===== config.mk =====
export PLATFORM = sky130hd
export DESIGN_NAME = cgra_axi_rd_scheduler
export DESIGN_NICKNAME = d
export VERILOG_FILES = /design/src/rtl/cgra_axi_rd_scheduler.sv
export SDC_FILE = /design/constraint.sdc
export NUM_CORES = 1
export LEC_CHECK = 0
export CAP_MARGIN = 10
export CORE_MARGIN = 3
export CORE_UTILIZATION = 45
export DETAILED_ROUTE_END_ITERATION = 12
export GPL_TIMING_DRIVEN = 0
export PLACE_DENSITY = 0.69
export SLEW_MARGIN = 5
export SYNTH_ARGS = -nofsm -noshare
export SYNTH_HDL_FRONTEND = slang
export SYNTH_SLANG_ARGS = --single-unit

===== constraint.sdc =====
create_clock -name clk_i -period 5.3 [get_ports clk_i]
set_input_delay 1.06 -clock clk_i [delete_from_list [all_inputs] [get_ports clk_i]]
set_output_delay 1.06 -clock clk_i [all_outputs]
set_load 0.03 [all_outputs]

===== src/rtl/cgra_axi_rd_scheduler.sv =====
// Round-robin scheduler of strided single-beat AXI4 reads for N_CH CGRA input channels.
// Each channel walks base+offset in stride steps; R beats are steered back to their channel by ID.
module cgra_axi_rd_scheduler #(
  parameter int N_CH      = 4,
  parameter int ADDR_W    = 32,
  parameter int DATA_W    = 32,
  parameter int MAX_OUTST = 4,
  parameter int ID_W      = $clog2(N_CH)
) (
  input  logic                     clk_i,
  input  logic                     rst_ni,
  input  logic [N_CH-1:0]          cfg_start_i,
  input  logic [N_CH*ADDR_W-1:0]   cfg_addr_i,
  input  logic [N_CH*16-1:0]       cfg_size_i,
  input  logic [N_CH*16-1:0]       cfg_stride_i,
  output logic [N_CH-1:0]          busy_o,
  output logic [N_CH-1:0]          done_o,
  output logic [ADDR_W-1:0]        ar_addr_o,
  output logic [ID_W-1:0]          ar_id_o,
  output logic                     ar_valid_o,
  input  logic                     ar_ready_i,
  input  logic [ID_W-1:0]          r_id_i,
  input  logic [DATA_W-1:0]        r_data_i,
  input  logic                     r_valid_i,
  output logic                     r_ready_o,
  output logic [N_CH*DATA_W-1:0]   ch_data_o,
  output logic [N_CH-1:0]          ch_valid_o,
  input  logic [N_CH-1:0]          ch_ready_i
);

  localparam int OUT_W = $clog2(MAX_OUTST + 1);

  typedef enum logic [1:0] {
    S_IDLE  = 2'd0,
    S_ISSUE = 2'd1,
    S_DRAIN = 2'd2
  } state_e;

  state_e            state_q  [N_CH];
  state_e            state_d  [N_CH];
  logic [ADDR_W-1:0] base_q   [N_CH];
  logic [ADDR_W-1:0] base_d   [N_CH];
  logic [15:0]       size_q   [N_CH];
  logic [15:0]       size_d   [N_CH];
  logic [15:0]       stride_q [N_CH];
  logic [15:0]       stride_d [N_CH];
  logic [16:0]       offset_q [N_CH];
  logic [16:0]       offset_d [N_CH];
  logic [OUT_W-1:0]  outst_q  [N_CH];
  logic [OUT_W-1:0]  outst_d  [N_CH];
  logic [N_CH-1:0]   done_q, done_d;

  logic [ADDR_W-1:0] ar_addr_q, ar_addr_d;
  logic [ID_W-1:0]   ar_id_q, ar_id_d;
  logic              ar_valid_q, ar_valid_d;
  logic [ID_W-1:0]   rr_q, rr_d;

  logic [ADDR_W-1:0] cfg_addr   [N_CH];
  logic [15:0]       cfg_size   [N_CH];
  logic [15:0]       cfg_stride [N_CH];
  logic [16:0]       offset_nxt [N_CH];

  logic [N_CH-1:0]   elig;
  logic [N_CH-1:0]   ch_load;
  logic [N_CH-1:0]   ch_dec;
  logic [N_CH-1:0]   last_load;
  logic              win_found;
  logic [ID_W-1:0]   win_idx;
  logic [ID_W:0]     scan_idx;
  logic              slot_load;
  logic              r_sel_known;
  logic              r_sel_ready;
  logic              r_sel_busy;
  logic              r_hs;

  for (genvar gi = 0; gi < N_CH; gi++) begin : g_ch
    assign cfg_addr[gi]   = cfg_addr_i[gi*ADDR_W +: ADDR_W];
    assign cfg_size[gi]   = cfg_size_i[gi*16 +: 16];
    assign cfg_stride[gi] = cfg_stride_i[gi*16 +: 16];

    assign offset_nxt[gi] = offset_q[gi] + {1'b0, stride_q[gi]};
    // A zero stride would never reach size, so it is treated as a single-beat stream.
    assign last_load[gi]  = (stride_q[gi] == 16'd0) || (offset_nxt[gi] >= {1'b0, size_q[gi]});

    assign elig[gi]    = (state_q[gi] == S_ISSUE) && (outst_q[gi] < OUT_W'(MAX_OUTST));
    assign ch_load[gi] = slot_load && (win_idx == ID_W'(gi));
    assign ch_dec[gi]  = r_hs && (r_id_i == ID_W'(gi)) && (outst_q[gi] != '0);

    assign busy_o[gi]     = (state_q[gi] != S_IDLE);
    assign ch_valid_o[gi] = r_valid_i && (r_id_i == ID_W'(gi));
    assign ch_data_o[gi*DATA_W +: DATA_W] = r_data_i;
  end

  // Rotating priority search starting at the round-robin pointer.
  always_comb begin
    win_found = 1'b0;
    win_idx   = '0;
    scan_idx  = '0;
    for (int k = 0; k < N_CH; k++) begin
      scan_idx = {1'b0, rr_q} + (ID_W+1)'(k);
      if (scan_idx >= (ID_W+1)'(N_CH)) begin
        scan_idx = scan_idx - (ID_W+1)'(N_CH);
      end
      if (!win_found && elig[scan_idx[ID_W-1:0]]) begin
        win_found = 1'b1;
        win_idx   = scan_idx[ID_W-1:0];
      end
    end
  end

  assign slot_load = win_found && (!ar_valid_q || ar_ready_i);

  // Beats for unknown IDs or channels with nothing in flight are accepted and dropped.
  always_comb begin
    r_sel_known = 1'b0;
    r_sel_ready = 1'b0;
    r_sel_busy  = 1'b0;
    for (int c = 0; c < N_CH; c++) begin
      if (r_id_i == ID_W'(c)) begin
        r_sel_known = 1'b1;
        r_sel_ready = ch_ready_i[c];
        r_sel_busy  = (outst_q[c] != '0);
      end
    end
    r_ready_o = (r_sel_known && r_sel_busy) ? r_sel_ready : 1'b1;
  end

  assign r_hs = r_valid_i && r_ready_o;

  always_comb begin
    state_d    = state_q;
    base_d     = base_q;
    size_d     = size_q;
    stride_d   = stride_q;
    offset_d   = offset_q;
    outst_d    = outst_q;
    done_d     = '0;
    ar_addr_d  = ar_addr_q;
    ar_id_d    = ar_id_q;
    ar_valid_d = ar_valid_q;
    rr_d       = rr_q;

    for (int c = 0; c < N_CH; c++) begin
      if (ch_load[c] && !ch_dec[c]) begin
        outst_d[c] = outst_q[c] + 1'b1;
      end else if (!ch_load[c] && ch_dec[c]) begin
        outst_d[c] = outst_q[c] - 1'b1;
      end

      case (state_q[c])
        S_IDLE: begin
          if (cfg_start_i[c] && (cfg_size[c] != 16'd0)) begin
            base_d[c]   = cfg_addr[c];
            size_d[c]   = cfg_size[c];
            stride_d[c] = cfg_stride[c];
            offset_d[c] = '0;
            state_d[c]  = S_ISSUE;
          end
        end
        S_ISSUE: begin
          if (ch_load[c]) begin
            offset_d[c] = offset_nxt[c];
            if (last_load[c]) begin
              state_d[c] = S_DRAIN;
            end
          end
        end
        S_DRAIN: begin
          if (outst_q[c] == '0) begin
            state_d[c] = S_IDLE;
            done_d[c]  = 1'b1;
          end
        end
        default: state_d[c] = S_IDLE;
      endcase
    end

    if (ar_valid_q && ar_ready_i) begin
      ar_valid_d = 1'b0;
    end
    if (slot_load) begin
      ar_valid_d = 1'b1;
      ar_addr_d  = base_q[win_idx] + ADDR_W'(offset_q[win_idx]);
      ar_id_d    = win_idx;
      rr_d       = (win_idx == ID_W'(N_CH - 1)) ? '0 : win_idx + 1'b1;
    end
  end

  always_ff @(posedge clk_i or negedge rst_ni) begin
    if (!rst_ni) begin
      for (int c = 0; c < N_CH; c++) begin
        state_q[c]  <= S_IDLE;
        base_q[c]   <= '0;
        size_q[c]   <= '0;
        stride_q[c] <= '0;
        offset_q[c] <= '0;
        outst_q[c]  <= '0;
      end
      done_q     <= '0;
      ar_addr_q  <= '0;
      ar_id_q    <= '0;
      ar_valid_q <= 1'b0;
      rr_q       <= '0;
    end else begin
      state_q    <= state_d;
      base_q     <= base_d;
      size_q     <= size_d;
      stride_q   <= stride_d;
      offset_q   <= offset_d;
      outst_q    <= outst_d;
      done_q     <= done_d;
      ar_addr_q  <= ar_addr_d;
      ar_id_q    <= ar_id_d;
      ar_valid_q <= ar_valid_d;
      rr_q       <= rr_d;
    end
  end

  assign done_o     = done_q;
  assign ar_addr_o  = ar_addr_q;
  assign ar_id_o    = ar_id_q;
  assign ar_valid_o = ar_valid_q;

endmodule

# Yosys cells after proc, flatten, opt, wreduce, memory -nomap -nowiden
# Index checks and enable logic that the tools add are counted.
# Widths: inputs -> output; s select.
[totals]
regBits = 385
latchBits = 0
ram_bits = 0
rom_bits = 0
input_bits = 302
output_inout_bits = 176
word_cells = 291
n_memories = 0
[classes]
n_addsub = 21
multipliers = 0
div_mod_pow = 0
n_lt_le_gt_ge = 17
n_eq_ne = 30
shifts = 0
muxes = 90
bitwise = 1
n_reduce_logical = 103
[ops]
columns = ["op", "n"]
rows = [
  ["$mux 17", 10],
  ["$pmux 17 s2", 4],
  ["$add 17x16->17", 4],
  ["$ge 17x16->1", 4],
  ["$bmux 32 s2", 1],
  ["$logic_not 16->1", 4],
  ["$mux 32", 2],
  ["$reduce_bool 16->1", 4],
  ["$mux 2", 25],
  ["$logic_and 1x1->1", 39],
  ["$bmux 17 s2", 1],
  ["$add 32x17->32", 1],
  ["$ne 2x2->1 const B", 16],
  ["$mux 1", 31],
  ["$reduce_bool 2->1", 13],
  ["$mux 3", 8],
  ["$pmux 2 s3", 4],
  ["$eq 2x2->1 const B", 8],
  ["$reduce_and 4->1", 4],
  ["$add 3x1->3 const B", 4],
  ["$eq 2x1->1 const B", 6],
  ["$ge 3x3->1 const B", 4],
  ["$logic_not 1->1", 12],
  ["$logic_not 2->1", 6],
  ["other kinds (15)", 47],
]

# Logic depth before layout (Yosys ltp)
[logic_depth]
ltp_word = 20
ltp_mapped = 21
mapped_depth_nobuf = 20

# Worst setup path before layout
# No wires, ideal clock.
[synth_path]
path_kind = "reg-to-reg"
startpoint = "register state_q[1] in the netlist's numbering"
endpoint = "register ar_addr_q[31], in the netlist ar_addr_o[31]"
setup_ns = 0.082
t_arrival_ns = 4.693
required_ns = 5.218
slack_ns = 0.525
stages_incl_launch_ff = 21
path_cell_list = "dfrtp_1 > nor3b_1 > nor3_1 > o32a_2 > nor2_2 > buf_6 > clkbuf_1 > clkbuf_1 > nand2_1 > nand2_1 > inv_1 > ha_1 > a211oi_1 > o21ai_0 > nand4_1 > o211ai_1 > nand3_1 > a311oi_4 > nand3_2 > or4b_1 > a31oi_1"
[synth_via]
elab_chain_len = 19
[synth_rtl]
columns = ["item", "line_no", "text"]
rows = [
  ["start, declared", "39", "state_e state_q [N_CH];"],
  ["start signal, assigned", "205", "state_q <= state_d;"],
  ["$eq 2x1->1 *", "85", "assign elig[gi] = (state_q[gi] == S_ISSUE) && (outst_q[gi] < OUT_W'(MAX_OUTST));"],
  ["$logic_and 1x1->1 *", "85", ""],
  ["$bmux 1 s2", "104", "if (!win_found && elig[scan_idx[ID_W-1:0]]) begin"],
  ["$mux 1 (not written as such)", "104", ""],
  ["$mux 1", "104", ""],
  ["$logic_not 1->1", "104", ""],
  ["$logic_and 1x1->1", "104", ""],
  ["$mux 1", "104", ""],
  ["(+3 left out)", "n/a", ""],
  ["$logic_not 1->1", "104", ""],
  ["$logic_and 1x1->1", "104", ""],
  ["$mux 2 *", "104", ""],
  ["via win_idx[0]", "68", "logic [ID_W-1:0] win_idx;"],
  ["$not 2->3 (not written as such) *", "183", "ar_addr_d = base_q[win_idx] + ADDR_W'(offset_q[win_idx]);"],
  ["$bmux 32 s2 / $bmux 17 s2 (equally long branches)", "183", ""],
  ["$mux 32 (not written as such) / $mux 17 (equally long branches) (2 in series)", "183", ""],
  ["$add 32x17->32 *", "183", ""],
  ["end signal, assigned", "212", "ar_addr_q <= ar_addr_d;"],
  ["end, declared", "53", "logic [ADDR_W-1:0] ar_addr_q, ar_addr_d;"],
]
# The timed path passes the listed nets; every way through them passes the cells marked *. The select of a mux whose other input is x is not followed.
# A chain may end at the register's enable or synchronous reset.

# Worst setup path after layout
# Same ends and word-level chain as after synthesis.

==> results.md <==
- Post-synth EDFFs: 0
- Most used flip-flop cell after synthesis: dfrtp_1
- Seq pwr share: 23.3%
- Crit-path max FO: 11
- TritonRoute pass-1 iters: 5
- I/O Pins: 478
- Area of the core: 50500 sq um
- H-tree levels: 2
- Final hold vios: 0
- GRT Total Usage: 27.9%
- Hold Slack: 0.443 ns
- Placed Cells: 3497
- Comb power frac: 63.5%
- Initial antenna violation count: 1
- Placed cell area: 28500 sq um
- Area leader, netlist: dfrtp_1
- Chip Height: 233 um
- Pwr Density: 792 nW/um^2
- Leak pwr: 0.0140 uW
- Synth top area share: 41.6%
- Tcrit/Tclk final: 95.3%
- CP max stage delay: 0.54 ns
- Hold crit path type: in -> async
- Root Driver: clkbuf_16
- Crit path time final: 5.05 ns
- Mean Syn Cell Area: 9.74 sq um
- Grt ovf: 0
- GP Congestion: 0.927
- Sw Pwr: 11200 uW
- Area delta synth->final: 30.2%
- Post-CTS Hold Buffers: 0
- Startpoint types: flop
- Drt wl/cell: 21.4 um
- Slew HR: 18.3%
- Synth Instances: 2377
- Setup Viol. Count Final: 0
- Largest net degree at the start of global routing: 120
- Share of cells above drive strength 1: 16.6%
- Detailed-route via count: 19400
- Fmax: 198 MHz
- Maximum root-to-sink buffer count: 3
- Starting DRC count in detailed routing: 1252
- Crit-path leading delay family: simple AND/OR/NAND/NOR gates
- Post-DRT Antenna Nets: 0
- Die Wd: 233 um
- Int Power: 12700 uW
- Vias in the first global route: 19700
- Crit path buffers/inverters: 3
- CP Cell Sequence: or3b_1, nand2_1, o221ai_4, clkbuf_4, inv_2, clkbuf_2, a31oi_1, ha_1, o21ai_0, o21ai_1, nand4_1, o211ai_1, nand3_1, a311oi_4, nand3_2, or4b_1, a31oi_1
- Initial core utilization: 45.9%
- Worst setup path class: reg -> reg
- Die area: 54200 sq um
- TritonCTS clock tree: yes
- Status: finished clean
- Final #Nets: 3339
- Sequential share of the synthesized area: 41.6%
- Slowest CP cell: or4b_1
- Fraction of registers with async set/reset: 100%
- CP most frequent cell: a31oi_1
- Worst Tran Pin Value: 1.22 ns
- Most frequent cells in the layout: 444 x clkdlybuf4s50_1, 413 x nand2_1, 385 x dfrtp_1
- Most common cell after layout, fill and taps aside: clkdlybuf4s50_1
- Num CTS Buffers: 44
- #FFs+latches synth: 385
- Synthesis Warnings: 0
- Final slew viol count: 0
- DPL Wire Length: 61600 um
- FP Rows: 82
- DRC errors left: 0
- Worst EP required: 5.79 ns
- Worst-skew pair later-pin latency: 0.57 ns
- Worst vdd ir: 499 uV
- Final Non-Filler Cells: 3581
- Final WL: 76500 um
- Max-Cap Viols: 0
- Critical path endpoint category: flop
- Net Count, Synth: 2841
- Clock share of power: 13.2%
- Netlist Area Pre-Place: 23100 sq um
- First-pass GRT wire length: 116000 um
- IO buf count: 445
- WP data arrival: 5.54 ns
- Vias per inst: 5.42
- Util after Layout: 59.7%
- Fin area: 30100 sq um
- CTS Sinks: 385
- Reg clk slew, reported paths: 0.06 ns
- Largest cells by area after synthesis: dfrtp_1 42%, mux2_2 11%, ha_1 8.3%
- Sw frac: 46.7%
- Skew final: 0.0173 ns
- Power Total: 23900 uW
- Yosys cell types: 76
[path summary, 6_finish.rpt]
kind | slack, ns | to | cells past startpoint | from
setup / recovery | 0.25 | ar_addr_o[31] | 17 | state_q[1]
hold / removal | 0.44 | size_q[4] | 1 | rst_ni
setup reg to reg | 0.25 | ar_addr_o[31] | 17 | state_q[1]
hold reg to reg | 0.48 | ar_addr_o[15] | 2 | ar_addr_o[15]
max in group asynchronous | 3.35 | base_q[49] | 3 | rst_ni
min in group clk_i | 0.48 | ar_addr_o[15] | 2 | ar_addr_o[15]
[metal layers]
layer  up-vias  global-route usage, %  wire [um]  share of wire, %
met5         -                      0          0                 0
met1      9474                   34.4      31000                40
met3       139                   5.24       5250               6.9
met2       624                   48.1      37100                48
li1       9156                      -          -                 -
met4         0                   11.4       3200               4.2
[power groups by stage]
stage | sequential, uW | combinational, uW | clock [uW]
2_1_floorplan | 5320 | 10400 | 0
3_3_place_gp | 5530 | 14300 | 0
3_5_place_dp | 5560 | 14800 | 0
4_1_cts | 5530 | 15000 | 3220
5_1_grt | 5700 | 16700 | 3350
6_report | 5550 | 15200 | 3160
[synthesized netlist by cell type, types with 61 or more instances]
| library cell | instances |
|---|---|
| a21oi_1 | 64 |
| and3_1 | 72 |
| buf_4 | 128 |
| clkbuf_1 | 81 |
| dfrtp_1 | 385 |
| ha_1 | 153 |
| inv_1 | 126 |
| mux2_2 | 217 |
| nand2_1 | 413 |
| nor2_1 | 61 |
| o21ai_0 | 100 |
| xnor2_1 | 61 |
[timing repair]
action / CTS / global route
resized for setup: 13 / 23
endpoints found under the setup margin: 30 / 14
setup buffers: 3 / 2
pin swaps: 3 / 3
[cell type report]
cell class,instances,area [sq um]
timing repair buffer,453,4590
buffer,216,1350
tap,672,841
sequential,385,9630
inverter,129,484
multi-input combinational,1646,11700
antenna,1,2.50
clock inverter,22,250
clock buffer,57,1230
fill,4341,20300
[through the flow]
stage	setup slack, ns	setup TNS, ns
after global routing	-0.00218	-0.00218
after detailed placement	-1.39	-21.31
after CTS	0.0453	0
after floorplan	0.525	0
final	0.248	0
after global placement	-13.55	-5218.71
[sequential cells by signal (all words and copies together), names as in the netlist]
name,cells
ar_id_o,2
rr_q,2
size_q,64
outst_q,12
base_q,128
stride_q,64
offset_q,68
done_o,4
ar_addr_o,32
state_q,8
ar_valid_o,1
[worst register-to-register path: stages, from the launching register on]
cell      delay (ns)
dfrtp_1         0.46
or3b_1          0.49
nand2_1         0.15
o221ai_4        0.15
clkbuf_4        0.28
inv_2           0.28
clkbuf_2        0.37
a31oi_1         0.21
ha_1            0.38
o21ai_0         0.13
o21ai_1         0.24
nand4_1         0.12
o211ai_1        0.18
nand3_1         0.25
a311oi_4        0.40
nand3_2         0.17
or4b_1          0.54
a31oi_1         0.17
[cell families after synthesis]
| logic type | after synthesis | synth area share (%) |
|---|---|---|
| AO/OA/AOI/OAI | 378 | 10.7 |
| XOR/XNOR | 88 | 3.33 |
| adder cells (fa/ha/maj) | 162 | 9.05 |
| buffers and inverters | 346 | 7.83 |
| flip-flops | 385 | 41.6 |
| multiplexers | 246 | 11.8 |
| AND/OR/NAND/NOR | 772 | 15.6 |
Power figures use the tool's default switching activity.
